--- config.mk ---
export PLATFORM = sky130hd
export DESIGN_NAME = button_conditioner
export DESIGN_NICKNAME = d
export VERILOG_FILES = /design/src/rtl/button_conditioner.sv
export SDC_FILE = /design/constraint.sdc
export NUM_CORES = 1
export LEC_CHECK = 0
export CAP_MARGIN = 20
export CORE_ASPECT_RATIO = 1.1
export CORE_MARGIN = 3
export CORE_UTILIZATION = 48
export DETAILED_ROUTE_END_ITERATION = 16
export PLACE_DENSITY = 0.69
export RECOVER_POWER = 100
export SYNTH_ARGS = -nofsm -noshare
export SYNTH_HDL_FRONTEND = slang
export SYNTH_SLANG_ARGS = --single-unit
--- constraint.sdc ---
create_clock -name clk -period 2.3 [get_ports clk]
set_clock_uncertainty 0.1 [all_clocks]
set_input_delay 0.23 -clock clk [delete_from_list [all_inputs] [get_ports clk]]
set_output_delay 0.23 -clock clk [all_outputs]
set_load 0.005 [all_outputs]
--- src/rtl/button_conditioner.sv ---
// Four-button front end: 2-flop synchronizers, per-bit debounce, and a
// one-hot command strobe with press-and-hold auto-repeat.
module button_conditioner #(
    parameter int DB_CYCLES  = 50000,
    parameter int RPT_DELAY  = 25000000,
    parameter int RPT_PERIOD = 5000000
) (
    input  logic       clk,
    input  logic       rst_n,
    input  logic [3:0] btn_raw,
    output logic [3:0] btn_pulse,
    output logic [3:0] btn_level
);

    // state  | meaning
    // IDLE   | no button being tracked for repeat
    // HOLD   | pressed button pulsed, waiting RPT_DELAY for first repeat
    // REPEAT | repeating held button every RPT_PERIOD
    typedef enum logic [1:0] {IDLE, HOLD, REPEAT} state_t;

    localparam int DB_W    = $clog2(DB_CYCLES + 1);
    localparam int RPT_MAX = (RPT_DELAY > RPT_PERIOD) ? RPT_DELAY : RPT_PERIOD;
    localparam int RPT_W   = $clog2(RPT_MAX + 1);

    logic [3:0]      sync1, sync2;
    logic [DB_W-1:0] db_cnt [4];
    logic [3:0]      level_d;
    logic [3:0]      press, release_ev;
    logic [1:0]      press_idx;

    state_t           state, state_nxt;
    logic [1:0]       held_idx, held_nxt;
    logic [RPT_W-1:0] rpt_cnt, cnt_nxt;
    logic [3:0]       pulse_nxt;
    logic             expire;

    always_ff @(posedge clk or negedge rst_n) begin
        if (!rst_n) begin
            sync1 <= '0;
            sync2 <= '0;
        end else begin
            sync1 <= btn_raw;
            sync2 <= sync1;
        end
    end

    // Level flips on the DB_CYCLES-th consecutive disagreeing sample.
    always_ff @(posedge clk or negedge rst_n) begin
        if (!rst_n) begin
            btn_level <= '0;
            level_d   <= '0;
            for (int i = 0; i < 4; i++) db_cnt[i] <= '0;
        end else begin
            level_d <= btn_level;
            for (int i = 0; i < 4; i++) begin
                if (sync2[i] == btn_level[i]) begin
                    db_cnt[i] <= '0;
                end else if (db_cnt[i] == DB_W'(DB_CYCLES - 1)) begin
                    btn_level[i] <= sync2[i];
                    db_cnt[i]    <= '0;
                end else begin
                    db_cnt[i] <= db_cnt[i] + 1'b1;
                end
            end
        end
    end

    assign press      = btn_level & ~level_d;
    assign release_ev = ~btn_level & level_d;
    assign expire     = (rpt_cnt == RPT_W'(1));

    always_comb begin
        press_idx = '0;
        for (int i = 3; i >= 0; i--) begin
            if (press[i]) press_idx = 2'(i);
        end
    end

    always_ff @(posedge clk or negedge rst_n) begin
        if (!rst_n) begin
            state     <= IDLE;
            held_idx  <= '0;
            rpt_cnt   <= '0;
            btn_pulse <= '0;
        end else begin
            state     <= state_nxt;
            held_idx  <= held_nxt;
            rpt_cnt   <= cnt_nxt;
            btn_pulse <= pulse_nxt;
        end
    end

    always_comb begin
        state_nxt = state;
        case (state)
            IDLE: begin
                if (|press) state_nxt = HOLD;
            end
            HOLD, REPEAT: begin
                if (|press)                    state_nxt = HOLD;
                else if (release_ev[held_idx]) state_nxt = IDLE;
                else if (expire)               state_nxt = REPEAT;
            end
            default: state_nxt = IDLE;
        endcase
    end

    // A new press always wins; a held-bit release beats a same-cycle expiry.
    always_comb begin
        pulse_nxt = '0;
        held_nxt  = held_idx;
        cnt_nxt   = rpt_cnt;
        if (|press) begin
            pulse_nxt = 4'(1) << press_idx;
            held_nxt  = press_idx;
            cnt_nxt   = RPT_W'(RPT_DELAY);
        end else if (state != IDLE) begin
            if (release_ev[held_idx]) begin
                cnt_nxt = '0;
            end else if (expire) begin
                pulse_nxt = 4'(1) << held_idx;
                cnt_nxt   = RPT_W'(RPT_PERIOD);
            end else begin
                cnt_nxt = rpt_cnt - 1'b1;
            end
        end
    end

endmodule

**Yosys cells after proc, flatten, opt, wreduce, memory -nomap -nowiden**

Cells that the tools add are included.

- $add $sub $neg: 5
- $mul: 0
- Div/mod/pow operators: 0
- $lt $le $gt $ge: 1
- Equality and inequality tests: 13
- Shift-type cells: 2
- Mux-type cells: 27
- Bitwise gates (word level): 8
- Reduce and logical (&&, ||, !) cells: 10

Operator list:

| kind | count |
|---|---|
| $mux W16 | 8 |
| $mux W25 | 4 |
| $add A16 B1 Y16 const B | 4 |
| $eq A16 B16 Y1 const B | 4 |
| $eq A25 B1 Y1 const B | 1 |
| $sub A25 B1 Y25 const B | 1 |
| $mux W2 | 8 |
| $mux W4 | 4 |
| $reduce_and A2 Y1 | 5 |
| $and A4 B4 Y4 | 2 |
| $not A4 Y4 | 2 |
| $shl A1 B2 Y4 const A | 2 |
| $eq A1 B1 Y1 | 4 |
| $ne A4 B4 Y1 const B | 1 |
| $not A1 Y1 | 4 |
| $pmux W2 S2 | 1 |
| $reduce_bool A2 Y1 | 2 |
| $reduce_or A4 Y1 | 1 |
| $lt A2 B3 Y1 const B | 1 |
| $bmux W1 S2 | 1 |
| $eq A2 B1 Y1 const B | 1 |
| $eq A2 B2 Y1 const B | 1 |
| $logic_not A2 Y1 | 1 |
| $ne A2 B2 Y1 const B | 1 |
| 2 further kinds | 2 |

- Register bits after elaboration: 113
- Latch bits: 0
- RAM bits: 0
- Memory bits (read-only): 0
- Output and inout bits: 8
- Word-level logic and storage cells: 81
- Memories: 0

**Depth between registers and ports, before layout**

Gate-level depths: netlist of the first run.

- Word-level depth: 8
- Gate-level depth with buffers: 9
- Gate-level depth less buffers: 7

**Worst setup path after synthesis of the first run**

Ideal clock, no wire load.

- Kind: reg-to-reg
- From: register rpt_cnt[0]
- To: register rpt_cnt[12]
- Setup time: 124 ps
- Arrival: 2004 ps
- Slack: 72 ps
- Cell stages (with the launch flop): 8
- Path buffers: 0
- Cell sequence: dfrtp_1 -> inv_1 -> ha_1 -> nor4b_1 -> nand2_1 -> or4_1 -> a21o_1 -> a211o_1

- Cells in the longest elaborated chain, start to end: 5

Ends and longest elaborated chain:

| item | line | source |
|---|---|---|
| start: declaration | 33 | `logic [RPT_W-1:0] rpt_cnt, cnt_nxt;` |
| start signal: assignment | 88 | `rpt_cnt <= cnt_nxt;` |
| $sub A25 B1 Y25 or $eq A25 B1 Y1 (tied branches) | 124, 70 |  |
| $mux W25 * | 120 | `end else if (expire) begin` |
| $mux W25 * | 118 | `if (release_ev[held_idx]) begin` |
| $mux W25 * | 117 | `end else if (state != IDLE) begin` |
| $mux W25 * | 113 | `if (\|press) begin` |

Every way passes the cells marked *; elsewhere a longest branch is shown, timed or not. The select of a mux whose other input is x is not followed.
A chain may end at the register's enable or synchronous reset.

**Final worst setup path of the first run**

Same ends and word-level chain as after synthesis.

==> impl_metrics.yaml, run 1 <==
critical_path:
  rrSetupSlack_ns: 0.07
  worst-setup-path-type: "flip-flop to flip-flop"
  worstPathMaxFanout: 6
  critPathLaunch: "rpt_cnt[0]"
  endpoint: "rpt_cnt[12]"
  crit_path_end_kind: "flip-flop"
  reg2regPathDepth: 8
  crit_path_start_kind: "flip-flop"
  arrival_ns: 2.43
  r2r_end: "rpt_cnt[12]"
  reg2reg_from: "rpt_cnt[0]"
  required_ns: 2.50
synth:
  yosysUniqueCellTypes: 59
  yosysWarnings: 0
  synth_cells: 569
  ys_async_sr_fraction_pct: 100
  synth_nets: 583
  synth-seq-cells: 113
  syn-cell-area_um2: 5590
  synth.avg_cell_area_um2: 9.83
  synth_edf_count: 0
  synth_seq_area_share_pct: 50.5
  synth_flop_cell: "dfrtp_1"
placement:
  gp_congestion: 0.899
  dp_cells: 747
  place_area_um2: 6120
  numPortBuffers: 13
  pre_cts_slack_ns: 0.0391
  dp_hpwl_mm: 8.03
floorplanning:
  die_x_um: 109
  num_rows: 40
  io_pins: 14
  start_util_pct: 50.1
  dieArea_um2: 13000
  die_h_um: 119
  coreArea_um2: 11200
timing:
  finalSetupViolCount: 0
  tightest_slew_ns: 1.36
  post-route-period-util_pct: 97.1
  finalMaxSlewViolations: 0
  fmax_ghz: 0.448
  setup_slack_ns: 0.0664
  hold_violations: 0
  relSlewSlack_pct: 9.56
  period_needed_ns: 2.23
  rsz0062_at_grt: "true"
power:
  p_seq_share_pct: 44.2
  p_int_mw: 3.56
  swShare_pct: 22.6
  power.switching_mw: 1.04
  p_comb_share_pct: 2.0
  clockPowerShare_pct: 53.8
  vdd_ir_drop_max_v: 0.000605
  power.leakage_nw: 3.06
  p_per_area_nw_per_um2: 688
cts:
  cts.clk_slew.worst_paths_ns: 0.05
  cts_buffers: 17
  post_cts_buffers: 0
  clk_latency_ns: 0.41
  cts_root_buf: "clkbuf_16"
  clock-sinks: 113
  ctsHtreeMaxLevel: 4
  cts_buffer_depth: 2
  cts_tree: "done"
layout:
  final_cell_mix: "dfrtp_1 (113), nor2_1 (84), nand3_1 (46), nand2_1 (41)"
  postLayoutCellArea_um2: 6690
  fin_cells: 780
  area_growth_pct: 19.6
  final_common_cell: "dfrtp_1"
  fin_nets: 634
  final_core_util_pct: 60.0
  diodes: 0
  drive_above_1_share_pct: 13.4
  fill_cells: 930
detailed_routing:
  vias: 4376
  wirelength_mm: 11.8
  vias_per_cell: 5.61
  drc: 0
  ant_nets: 0
  drt_iter0_markers: 221
  wl_per_cell_um: 15.1
  first_pass_iters: 5
global_routing:
  antenna_found_initial: 0
  grt_pass1_wl_mm: 20.2
  overflow: 0
  grt_pass1_vias: 4473
  grt_usage_pct: 19.6
  grt_max_degree: 59
run:
  maxCapViolations: 0
hold_path:
  hold_class: "flip-flop to flip-flop"
outcome:
  run_status: "complete, no violations"
[synthesized netlist by cell type (6+ instances only)]
| cell | n | area share (%) |
|---|---|---|
| dfrtp_1 | 113 | 51 |
| nor2_1 | 84 | 5.6 |
| nand3_1 | 46 | 4.1 |
| nand2_1 | 42 | 2.8 |
| xnor2_1 | 30 | 4.7 |
| xor2_1 | 30 | 4.7 |
| nor3_1 | 24 | 2.1 |
| a21oi_1 | 20 | 1.8 |
| and3_1 | 17 | 1.9 |
| nand4_1 | 16 | 1.8 |
| inv_1 | 13 | 0.87 |
| clkbuf_1 | 12 | 0.81 |
| or4_1 | 10 | 1.3 |
| a31oi_1 | 8 | 0.89 |
| ha_1 | 8 | 1.8 |
| nor2b_1 | 8 | 0.89 |
| nand2b_1 | 7 | 0.78 |
| o21ai_0 | 7 | 0.63 |
| nor4b_1 | 6 | 0.94 |
| or3_1 | 6 | 0.67 |
[power groups by stage]
stage / Combinational, mW / Sequential, mW / Clock [mW]
after CTS: 0.103 / 2.03 / 2.54
after detailed placement: 0.101 / 2.07 / 0
after global routing: 0.110 / 2.03 / 2.63
after global placement: 0.0972 / 2.07 / 0
final: 0.0927 / 2.03 / 2.48
after floorplan: 0.0386 / 2.06 / 0
[worst max-delay path, cell delays in order (launching register included)]
cell     delay (ns)
dfrtp_1        0.43
inv_1          0.10
ha_1           0.18
nor4b_4        0.19
buf_4          0.15
nand2_1        0.06
or4_1          0.44
a21o_1         0.19
a211o_1        0.28
[layout make-up]
class,count,area (um2),area share (%)
Clock buffer,18,439,6.56
Tap cell,147,184,2.75
Clock inverter,14,130,1.94
Sequential cell,113,2830,42.3
Inverter,13,48.8,0.729
Timing Repair Buffer,48,378,5.65
Multi-Input combinational cell,427,2680,40.1
[cell families after synthesis]
logic type               share of synthesized area, %
AO/OA/AOI/OAI                                    7.94
adder cells (fa/ha/maj)                          1.79
XOR/XNOR                                         9.39
AND/OR/NAND/NOR                                  26.9
flip-flops                                       50.5
multiplexers                                     1.41
buffers and inverters                            2.01
[registers in the layout, indices dropped and copies added (netlist names)]
signal / flops
held_idx: 2
state: 2
sync2: 4
db_cnt: 64
rpt_cnt: 25
btn_pulse: 4
level_d: 4
btn_level: 4
sync1: 4
[routing by layer]
layer  vias up  global-route usage [%]  wire length (um)
met3        25                    4.82               442
met2       103                    32.4              5920
met5         -                       0                 0
met4         0                    9.08               274
met1      2120                    23.8              5150
li1       2128                       -                 -
[how the worst min path moves through the flow]
stage	startpoint	cells past startpoint	end
2_1_floorplan	rst_n	0	btn_level[0]
3_3_place_gp	rst_n	1	db_cnt[24]
3_5_place_dp	rst_n	1	db_cnt[24]
4_1_cts	btn_raw[1]	1	sync1[1]
5_1_grt	sync1[3]	0	sync2[3]
6_report	sync1[3]	0	sync2[3]
[per-stage QoR]
stage / power, mW / hold slack (ns) / setup TNS [ns]
2_1_floorplan: 2.10 / -0.166 / 0
3_3_place_gp: 2.16 / 0.0573 / 0
3_5_place_dp: 2.17 / 0.0609 / 0
4_1_cts: 4.67 / 0.131 / 0
5_1_grt: 4.78 / 0.261 / -0.0572
6_report: 4.60 / 0.252 / 0
[timing repair]
item,in CTS,in global routing
resized for setup,0,8
hold endpoints to repair,36,0
endpoints found under the setup margin,0,16
hold buffers,1,0
Power figures use the tool's default switching activity.
==> inputs of run 2 (changes only) <==
--- a/config.mk
+++ b/config.mk
@@ -11,7 +11,8 @@
 export CORE_UTILIZATION = 48
 export DETAILED_ROUTE_END_ITERATION = 16
 export PLACE_DENSITY = 0.69
-export RECOVER_POWER = 100
+export RECOVER_POWER = 25
+export SLEW_MARGIN = 30
 export SYNTH_ARGS = -nofsm -noshare
 export SYNTH_HDL_FRONTEND = slang
 export SYNTH_SLANG_ARGS = --single-unit
==> run 2 against run 1 <==
  * Critical path depth unchanged
  * Via count decreased by 0.96%
  * Critical path type unchanged
  * Sequential power about the same
  * Count of clock-buffer cells in the layout stayed put
  * Flip-flop and latch count unchanged
  * Highest routed layer unchanged
==> impl_metrics.yaml, run 2 (synthesis gave the netlist of run 1 again) <==
critical_path:
  crit_path_end_kind: "flip-flop"
  crit_path_cell_trace: "inv_1, ha_1, nor4b_4, buf_4, nand2_1, or4_1, a21o_1, a211o_1"
  rrSetupSlack_ns: 0.07
  required_ns: 2.50
  worst-setup-path-type: "flip-flop to flip-flop"
  arrival_ns: 2.42
  crit_path_max_incr_delay_ns: 0.44
  reg2regPathDepth: 8
  crit_slowest_cell: "or4_1"
  crit_path_start_kind: "flip-flop"
  r2r_end: "rpt_cnt[12]"
  reg2reg_from: "rpt_cnt[0]"
  worstPathMaxFanout: 6
  critPathLaunch: "rpt_cnt[0]"
  endpoint: "rpt_cnt[12]"
outcome:
  run_status: "complete, no violations"
floorplanning:
  start_util_pct: 50.1
  die_h_um: 119
  io_pins: 14
  coreArea_um2: 11200
  num_rows: 40
  dieArea_um2: 13000
  die_x_um: 109
timing:
  post-route-period-util_pct: 96.8
  hold_violations: 0
  tightest_slew_ns: 1.36
  finalMaxSlewViolations: 0
  period_needed_ns: 2.23
  fmax_ghz: 0.449
  final.setup.tns_ns: 0
  finalSetupViolCount: 0
  relSlewSlack_pct: 9.14
  holdWs_ns: 0.253
  rsz0062_at_grt: "true"
cts:
  cts.clk_slew.worst_paths_ns: 0.05
  cts_tree: "done"
  clock-sinks: 113
  cts_root_buf: "clkbuf_16"
  cts_buffer_depth: 2
  clk_latency_ns: 0.41
  cts_buffers: 17
  ctsHtreeMaxLevel: 4
global_routing:
  met1_usage_pct: 23.8
  grt_pass1_vias: 4473
  overflow: 0
  grt_usage_pct: 19.6
  grt_max_degree: 59
  use_met3_pct: 4.82
  top_usage_layer: "met2"
  antenna_found_initial: 0
  use_met2_pct: 32.4
  grt_pass1_wl_mm: 20.2
placement:
  gp_congestion: 0.899
  numPortBuffers: 13
  dp_hpwl_mm: 8.03
layout:
  multi_input_comb_area_um2: 2690
  diodes: 0
  fin_nets: 634
  largestRegisters: "db_cnt (64), rpt_cnt (25)"
  area_growth_pct: 19.9
  regArea_um2: 2830
  final_cell_mix: "dfrtp_1 (113), nor2_1 (84), nand3_1 (46), nand2_1 (41)"
  final_common_cell: "dfrtp_1"
  largest_register: "db_cnt"
  largest_register_ff_count: 64
  drive_above_1_share_pct: 13.9
  fill_cells: 926
  final_core_util_pct: 60.1
power:
  power.leakage_nw: 3.04
  vdd_ir_drop_max_v: 0.000607
  p_per_area_nw_per_um2: 686
detailed_routing:
  wl_per_cell_um: 15.1
  vias: 4334
  first_pass_iters: 4
  vias_per_cell: 5.56
  drt_iter0_markers: 237
  wirelength_mm: 11.8
  drc: 0
  ant_nets: 0
hold_path:
  hold_class: "flip-flop to flip-flop"
  hold_start: "sync1[3]"
run:
  maxCapViolations: 0
-- run 2: cell types whose count changed in the layout (fill, tap and decap cells not counted), sizes merged --
| cell | previous run | this run |
|---|---|---|
| clkdlybuf4s50 | 0 | 8 |
| dlygate4sd3 | 13 | 5 |
| buf | 25 | 30 |
| clkbuf | 28 | 23 |
-- run 2: power by group --
| part | switching (mW) | total [mW] | internal (mW) |
|---|---|---|---|
| clock | 0.956 | 2.48 | 1.52 |
| sequential | 0.0181 | 2.03 | 2.01 |
| combinational | 0.0663 | 0.0929 | 0.0266 |
-- run 2: per-stage QoR --
stage	cell area, um2	setup WS [ns]	instances	power, mW
2_1_floorplan	5590	0.0722	569	2.10
3_3_place_gp	6120	0.0734	747	2.16
3_5_place_dp	6120	0.0391	747	2.17
4_1_cts	6700	0.00497	780	4.67
5_1_grt	6710	-0.0258	780	4.78
6_report	6710	0.0727	780	4.60
-- run 2: repair_timing --
item,in CTS,in global routing
hold buffers,1,0
endpoints found under the hold margin,36,0
buffers inserted,0,0
gates resized for setup,0,8
endpoints found under the setup margin,0,16
-- run 2: metal layers --
metal | up-vias | wire [um]
li1 | 2123 | -
met4 | 0 | 282
met3 | 25 | 351
met2 | 77 | 5960
met5 | - | 0
met1 | 2109 | 5190
-- run 2: worst min-delay path by stage --
| stage | to | slack [ns] | cells past startpoint |
|---|---|---|---|
| global route | sync2[3] | 0.26 | 0 |
| detailed placement | db_cnt[24] | 0.06 | 1 |
| CTS | sync1[1] | 0.13 | 1 |
| global placement | db_cnt[24] | 0.06 | 1 |
| finish | sync2[3] | 0.25 | 0 |
| floorplan | btn_level[0] | -0.17 | 0 |
-- run 2: worst max-delay path, delay by kind of cell (launching register included) --
kind | cells | cell delay [ns]
AND/OR/NAND/NOR | 3 | 0.69
AO/OA/AOI/OAI | 2 | 0.47
flip-flops | 1 | 0.42
buffers and inverters | 2 | 0.25
adder cells (fa/ha/maj) | 1 | 0.18
-- run 2: final cells by class --
class,count,share of cell area (%)
sequential,113,42.1
clock inverter,14,1.94
clock buffer,18,6.55
inverter,13,0.727
tap,147,2.74
timing repair buffer,48,5.82
multi-input combinational,427,40.1
